==> config.mk <==
export PLATFORM = sky130hd
export DESIGN_NAME = inc_step_counter
export DESIGN_NICKNAME = d
export VERILOG_FILES = /design/src/rtl/inc_step_counter_pkg.sv /design/src/rtl/inc_step_next.sv /design/src/rtl/inc_step_counter.sv
export SDC_FILE = /design/constraint.sdc
export NUM_CORES = 2
export LEC_CHECK = 0
export BUFFER_PORTS_ARGS = -buffer_cell sky130_fd_sc_hd__buf_2
export CAP_MARGIN = 0
export CORE_MARGIN = 4
export CORE_UTILIZATION = 35
export CTS_CLUSTER_DIAMETER = 80
export CTS_CLUSTER_SIZE = 25
export DETAILED_ROUTE_END_ITERATION = 10
export SLEW_MARGIN = 10
export SYNTH_ARGS = -nofsm -noshare
export SYNTH_HDL_FRONTEND = slang
export SYNTH_HIERARCHICAL = 1
export SYNTH_SLANG_ARGS = --single-unit
==> constraint.sdc <==
create_clock -name Clk -period 14.15 [get_ports Clk]
set_clock_uncertainty 0.2 [all_clocks]
set_input_delay 1.415 -clock Clk [delete_from_list [all_inputs] [get_ports Clk]]
set_output_delay 1.415 -clock Clk [all_outputs]
set_load 0.02 [all_outputs]
==> src/rtl/inc_step_counter_pkg.sv <==
// Shared definitions for the step counter: bound-handling modes,
// the default datapath width and the per-edge action encoding.
package inc_step_counter_pkg;

  // Bound-handling modes for the WRAP parameter
  localparam bit MODE_SATURATE = 1'b0;
  localparam bit MODE_WRAP     = 1'b1;

  // Default width of value, step, limit and load data
  localparam int DEFAULT_DATAWIDTH = 64;

  // What the counter register does on a given edge once reset is released
  typedef enum logic [1:0] {
    ACT_HOLD = 2'd0,
    ACT_LOAD = 2'd1,
    ACT_STEP = 2'd2
  } countAction_e;

endpackage

==> src/rtl/inc_step_next.sv <==
// Combinational next-value logic for the step counter: clamps the step to
// the limit, guards against a count that sits above a lowered limit, and
// applies the up/down step with wrap or saturate handling at the bounds.
module inc_step_next
  import inc_step_counter_pkg::*;
#(
  parameter int DATAWIDTH = DEFAULT_DATAWIDTH,
  parameter bit WRAP      = MODE_WRAP
) (
  input  logic [DATAWIDTH-1:0] q_i,
  input  logic [DATAWIDTH-1:0] step_i,
  input  logic [DATAWIDTH-1:0] limit_i,
  input  logic                 up_i,
  output logic [DATAWIDTH-1:0] next_q_o,
  output logic                 cross_o
);

  localparam logic [DATAWIDTH-1:0] One = DATAWIDTH'(1);

  logic [DATAWIDTH-1:0] stepEff;
  logic [DATAWIDTH-1:0] headroom;

  // Step clamp and the room left below the limit for an up step
  always_comb begin
    stepEff  = (step_i > limit_i) ? limit_i : step_i;
    headroom = limit_i - stepEff;
  end

  // Next value and crossing flag. The wrap results equal the
  // (DATAWIDTH+1)-bit forms sum-(limit+1) and q+(limit+1)-step, but are
  // rearranged so every intermediate fits in DATAWIDTH bits: when
  // q <= limit, "q + step > limit" is exactly "q > limit - step", and the
  // rearranged subtractions can never underflow in the branches using them.
  always_comb begin
    next_q_o = q_i;
    cross_o  = 1'b0;
    if (q_i > limit_i) begin
      cross_o  = 1'b1;
      next_q_o = WRAP ? '0 : limit_i;
    end else if (up_i) begin
      if (q_i > headroom) begin
        cross_o  = 1'b1;
        next_q_o = WRAP ? (q_i - headroom - One) : limit_i;
      end else begin
        next_q_o = q_i + stepEff;
      end
    end else begin
      if (q_i >= stepEff) begin
        next_q_o = q_i - stepEff;
      end else begin
        cross_o  = 1'b1;
        next_q_o = WRAP ? (limit_i - (stepEff - q_i - One)) : '0;
      end
    end
  end

endmodule

==> src/rtl/inc_step_counter.sv <==
// Registered step counter: holds the count, terminal-count pulse and sticky
// overflow flag, and arbitrates reset > load > enable on each clock edge.
module inc_step_counter
  import inc_step_counter_pkg::*;
#(
  parameter int DATAWIDTH = DEFAULT_DATAWIDTH,
  parameter bit WRAP      = MODE_WRAP
) (
  input  logic                 Clk,
  input  logic                 Rst,
  input  logic                 en,
  input  logic                 load,
  input  logic [DATAWIDTH-1:0] ld_val,
  input  logic                 up,
  input  logic [DATAWIDTH-1:0] step,
  input  logic [DATAWIDTH-1:0] limit,
  output logic [DATAWIDTH-1:0] q,
  output logic                 tc,
  output logic                 ovf
);

  logic [DATAWIDTH-1:0] count_q, count_d;
  logic                 tc_q, tc_d;
  logic                 ovf_q, ovf_d;
  logic [DATAWIDTH-1:0] stepNext;
  logic                 stepCross;
  countAction_e         action;

  inc_step_next #(
    .DATAWIDTH(DATAWIDTH),
    .WRAP     (WRAP)
  ) u_next (
    .q_i     (count_q),
    .step_i  (step),
    .limit_i (limit),
    .up_i    (up),
    .next_q_o(stepNext),
    .cross_o (stepCross)
  );

  // Load takes priority over stepping when both are requested
  always_comb begin
    action = ACT_HOLD;
    if (load) begin
      action = ACT_LOAD;
    end else if (en) begin
      action = ACT_STEP;
    end
  end

  // Next register values for the selected action; tc only lives one cycle
  always_comb begin
    count_d = count_q;
    tc_d    = 1'b0;
    ovf_d   = ovf_q;
    unique case (action)
      ACT_LOAD: begin
        count_d = (ld_val > limit) ? limit : ld_val;
        ovf_d   = 1'b0;
      end
      ACT_STEP: begin
        count_d = stepNext;
        tc_d    = stepCross;
        ovf_d   = ovf_q | stepCross;
      end
      default: begin
      end
    endcase
  end

  // State registers with synchronous active-low reset
  always_ff @(posedge Clk) begin
    if (!Rst) begin
      count_q <= '0;
      tc_q    <= 1'b0;
      ovf_q   <= 1'b0;
    end else begin
      count_q <= count_d;
      tc_q    <= tc_d;
      ovf_q   <= ovf_d;
    end
  end

  assign q   = count_q;
  assign tc  = tc_q;
  assign ovf = ovf_q;

endmodule
==> impl_metrics.env <==
export IMPL_finalHoldViolations=0
export IMPL_htree_num_levels=3
export IMPL_clk_pin_slew_worst_paths_ps=80
export IMPL_setup_viol=0
export IMPL_synth_edff_count=0
export IMPL_maxSlewHeadroom_pct=13.8
export IMPL_crit_path_max_incr_delay_ps=940
export IMPL_drv_cap=0
export IMPL_io_pin_count=263
export IMPL_finalCritPeriodShare_pct=94.8
export IMPL_syn_inst=4391
export IMPL_tns_ps=0
export IMPL_dp_hpwl_um=120000
export IMPL_root_buffer="clkbuf_16"
export IMPL_fmax_mhz=74.6
export IMPL_cts_resized=0
export IMPL_wl_per_cell_um=25.8
export IMPL_synth_area_per_cell_um2=7.19
export IMPL_ys_warn_count=6
export IMPL_final_nets=5236
export IMPL_wl_met1_um=63400
export IMPL_worst_ep_required_time_ps=14330
export IMPL_status="finished, final reports clean"
export IMPL_p_per_area_nw_per_um2=142
export IMPL_grt_pass1_wl_um=212000
export IMPL_route_detailed_drc=0
export IMPL_instances_no_fill=5630
export IMPL_antenna_found_initial=7
export IMPL_path_class="input pin to flop"
export IMPL_ant_nets=0
export IMPL_cts_made_buffers=9
export IMPL_dr_pass1_iters=6
export IMPL_grt_ovfl_total=0
export IMPL_hold_buffers=0
export IMPL_hp_class="flop to flop"
export IMPL_crit_path_frequent_cell="o21ai_0"
export IMPL_leakage_nw=16.1
export IMPL_grt_usage_pct=29.4
export IMPL_top_layer="met5"
export IMPL_fp_dieH_um=308
export IMPL_cts_path_max_buffers=2
export IMPL_syn_nets=5169
export IMPL_start_util_pct=35.5
export IMPL_grt_pass1_vias=33000
export IMPL_yosys_area_top_type="ha_1"
export IMPL_syn_area_um2=31600
export IMPL_synth_top_area_share_pct=20.4
export IMPL_gp_congestion=1.05
export IMPL_ys_seq_area_share_pct=4.19
export IMPL_grt_max_degree=72
export IMPL_postCtsSetupBuffers=0
export IMPL_synthFlopType="dfxtp_1"
export IMPL_ys_types=96
export IMPL_clk_latency_ps=430
export IMPL_maxSlewViolCount=0
export IMPL_row_count=109
export IMPL_ir_drop_mv=0.0890
export IMPL_dr_first_iter_drc_count=3573
export IMPL_portBuffers=262
export IMPL_wl_met2_um=63700
export IMPL_synth_area_leaders="ha_1, a21oi_1, a21o_1"
export IMPL_core_um2=88900
export IMPL_syn2layout_area_growth_pct=7.48
export IMPL_vias_per_cell=6.22
export IMPL_cp_arrival_ps=13600
export IMPL_die_area_um2=95100
export IMPL_post_place_cells=5612
export IMPL_synth_async_reset_ratio_pct=0
export IMPL_tritoncts="done"
export IMPL_post_route_min_period_ps=13410
export IMPL_startpoint_type="input pin"
export IMPL_tightest_slew_ps=1280
export IMPL_cp_max_fo=54
export IMPL_worst_path_max_delay_cell="o21ai_4"
export IMPL_num_vias=35000
export IMPL_die_x_um=308
export IMPL_ys_ff_latch=66
export IMPL_finalWirelength_um=145000
export IMPL_clock_sinks=66
export IMPL_rsz0062_at_grt="no"
export IMPL_drive_above_1_share_pct=9.28
export IMPL_cp_end_kind="flop"
export IMPL_wl_met3_um=11600
[cells by family after synthesis]
| logic type | Yosys count | synth area share [%] |
|---|---|---|
| xor gates and xnor gates | 287 | 7.96 |
| buffers and inverters | 499 | 6.27 |
| DFF | 66 | 4.19 |
| adders and majority gates | 581 | 24.6 |
| and+or+nand+nor | 1176 | 18.0 |
| muxes | 10 | 0.321 |
| AOI/OAI and AO/OA | 1772 | 38.7 |
[stage by stage]
step / setup WS, ps / cell area (µm²) / total power, mW / util, % / hold slack [ps]
floorplan: 4300 / 31600 / 3.17 / - / 383
global placement: 968 / 33600 / 4.44 / 37.8 / 321
detailed placement: 813 / 33600 / 4.42 / 37.8 / 332
CTS: 1220 / 33900 / 4.72 / 38.1 / 347
global route: 43.9 / 33900 / 5.17 / 38.1 / 358
finish: 736 / 33900 / 4.83 / 38.2 / 341
[path summary, 6_finish.rpt]
| path | from | endpoint | slack (ps) | depth (start not counted) |
|---|---|---|---|---|
| setup / recovery | limit[33] | q[62] | 740 | 43 |
| hold / removal | ovf | ovf | 340 | 2 |
| setup reg to reg | q[1] | q[59] | 7240 | 18 |
| hold reg to reg | ovf | ovf | 340 | 2 |
[per-layer routing]
| metal | global-route usage [%] | vias to the layer above |
|---|---|---|
| met4 | 12.2 | 2 |
| met5 | 0 | - |
| met3 | 4.70 | 269 |
| met1 | 39.8 | 16700 |
| met2 | 46.3 | 1596 |
| li1 | - | 16400 |
[Yosys cell counts (61+ instances only)]
cell type    n
a211o_1     75
a211oi_1    68
a21boi_0    81
a21o_1     226
a21oi_1    535
clkbuf_1   189
dfxtp_1     66
fa_1        67
ha_1       514
inv_1      259
nand2_1    299
nand3_1     82
nand4_1     89
nor2_1     344
nor2b_1    112
nor3_1      64
o211a_1     71
o21ai_0    225
o21bai_1    65
o31ai_2     61
xnor2_1    189
xor2_1      98
[placed cells by master, fill, tap and decap left out, types with 65 or more instances in the layout]
| master | Yosys | routed |
|---|---|---|
| a21oi_1 | 535 | 535 |
| ha_1 | 514 | 514 |
| nor2_1 | 344 | 342 |
| nand2_1 | 299 | 298 |
| buf_2 | 26 | 260 |
| inv_1 | 259 | 259 |
| a21o_1 | 226 | 226 |
| o21ai_0 | 225 | 224 |
| xnor2_1 | 189 | 189 |
| nor2b_1 | 112 | 112 |
| xor2_1 | 98 | 98 |
| nand4_1 | 89 | 89 |
| nand3_1 | 82 | 82 |
| a21boi_0 | 81 | 81 |
| a211o_1 | 75 | 75 |
| o211a_1 | 71 | 71 |
| a211oi_1 | 68 | 68 |
| fa_1 | 67 | 67 |
| dfxtp_1 | 66 | 66 |
| o21bai_1 | 65 | 65 |
[worst max-delay path: cells and delay by family]
family | cells | cell delay, ps
compound gates | 20 | 6040
simple gates | 14 | 3910
buf+inv | 5 | 1050
fa+ha+maj | 3 | 990
xor+xnor | 1 | 150
[sequential cells by signal, summed over array words and instances, names as in the netlist]
| name | count |
|---|---|
| tc | 1 |
| ovf | 1 |
| q | 64 |
[area by class of cell]
class	count	area, µm²
inverter	262	983
sequential	66	1320
clock inverter	2	37.5
clock buffer	13	250
fill	9630	55000
antenna	3	7.51
multi-input combinational	3826	28300
tap	1165	1460
timing repair buffer	293	1570
[where the power goes]
group          switching, mW  total (mW)  internal (mW)
logic                   2.75        4.26           1.51
registers             0.0928       0.306          0.213
clock network          0.123       0.264          0.141
Power figures use the tool's default switching activity.
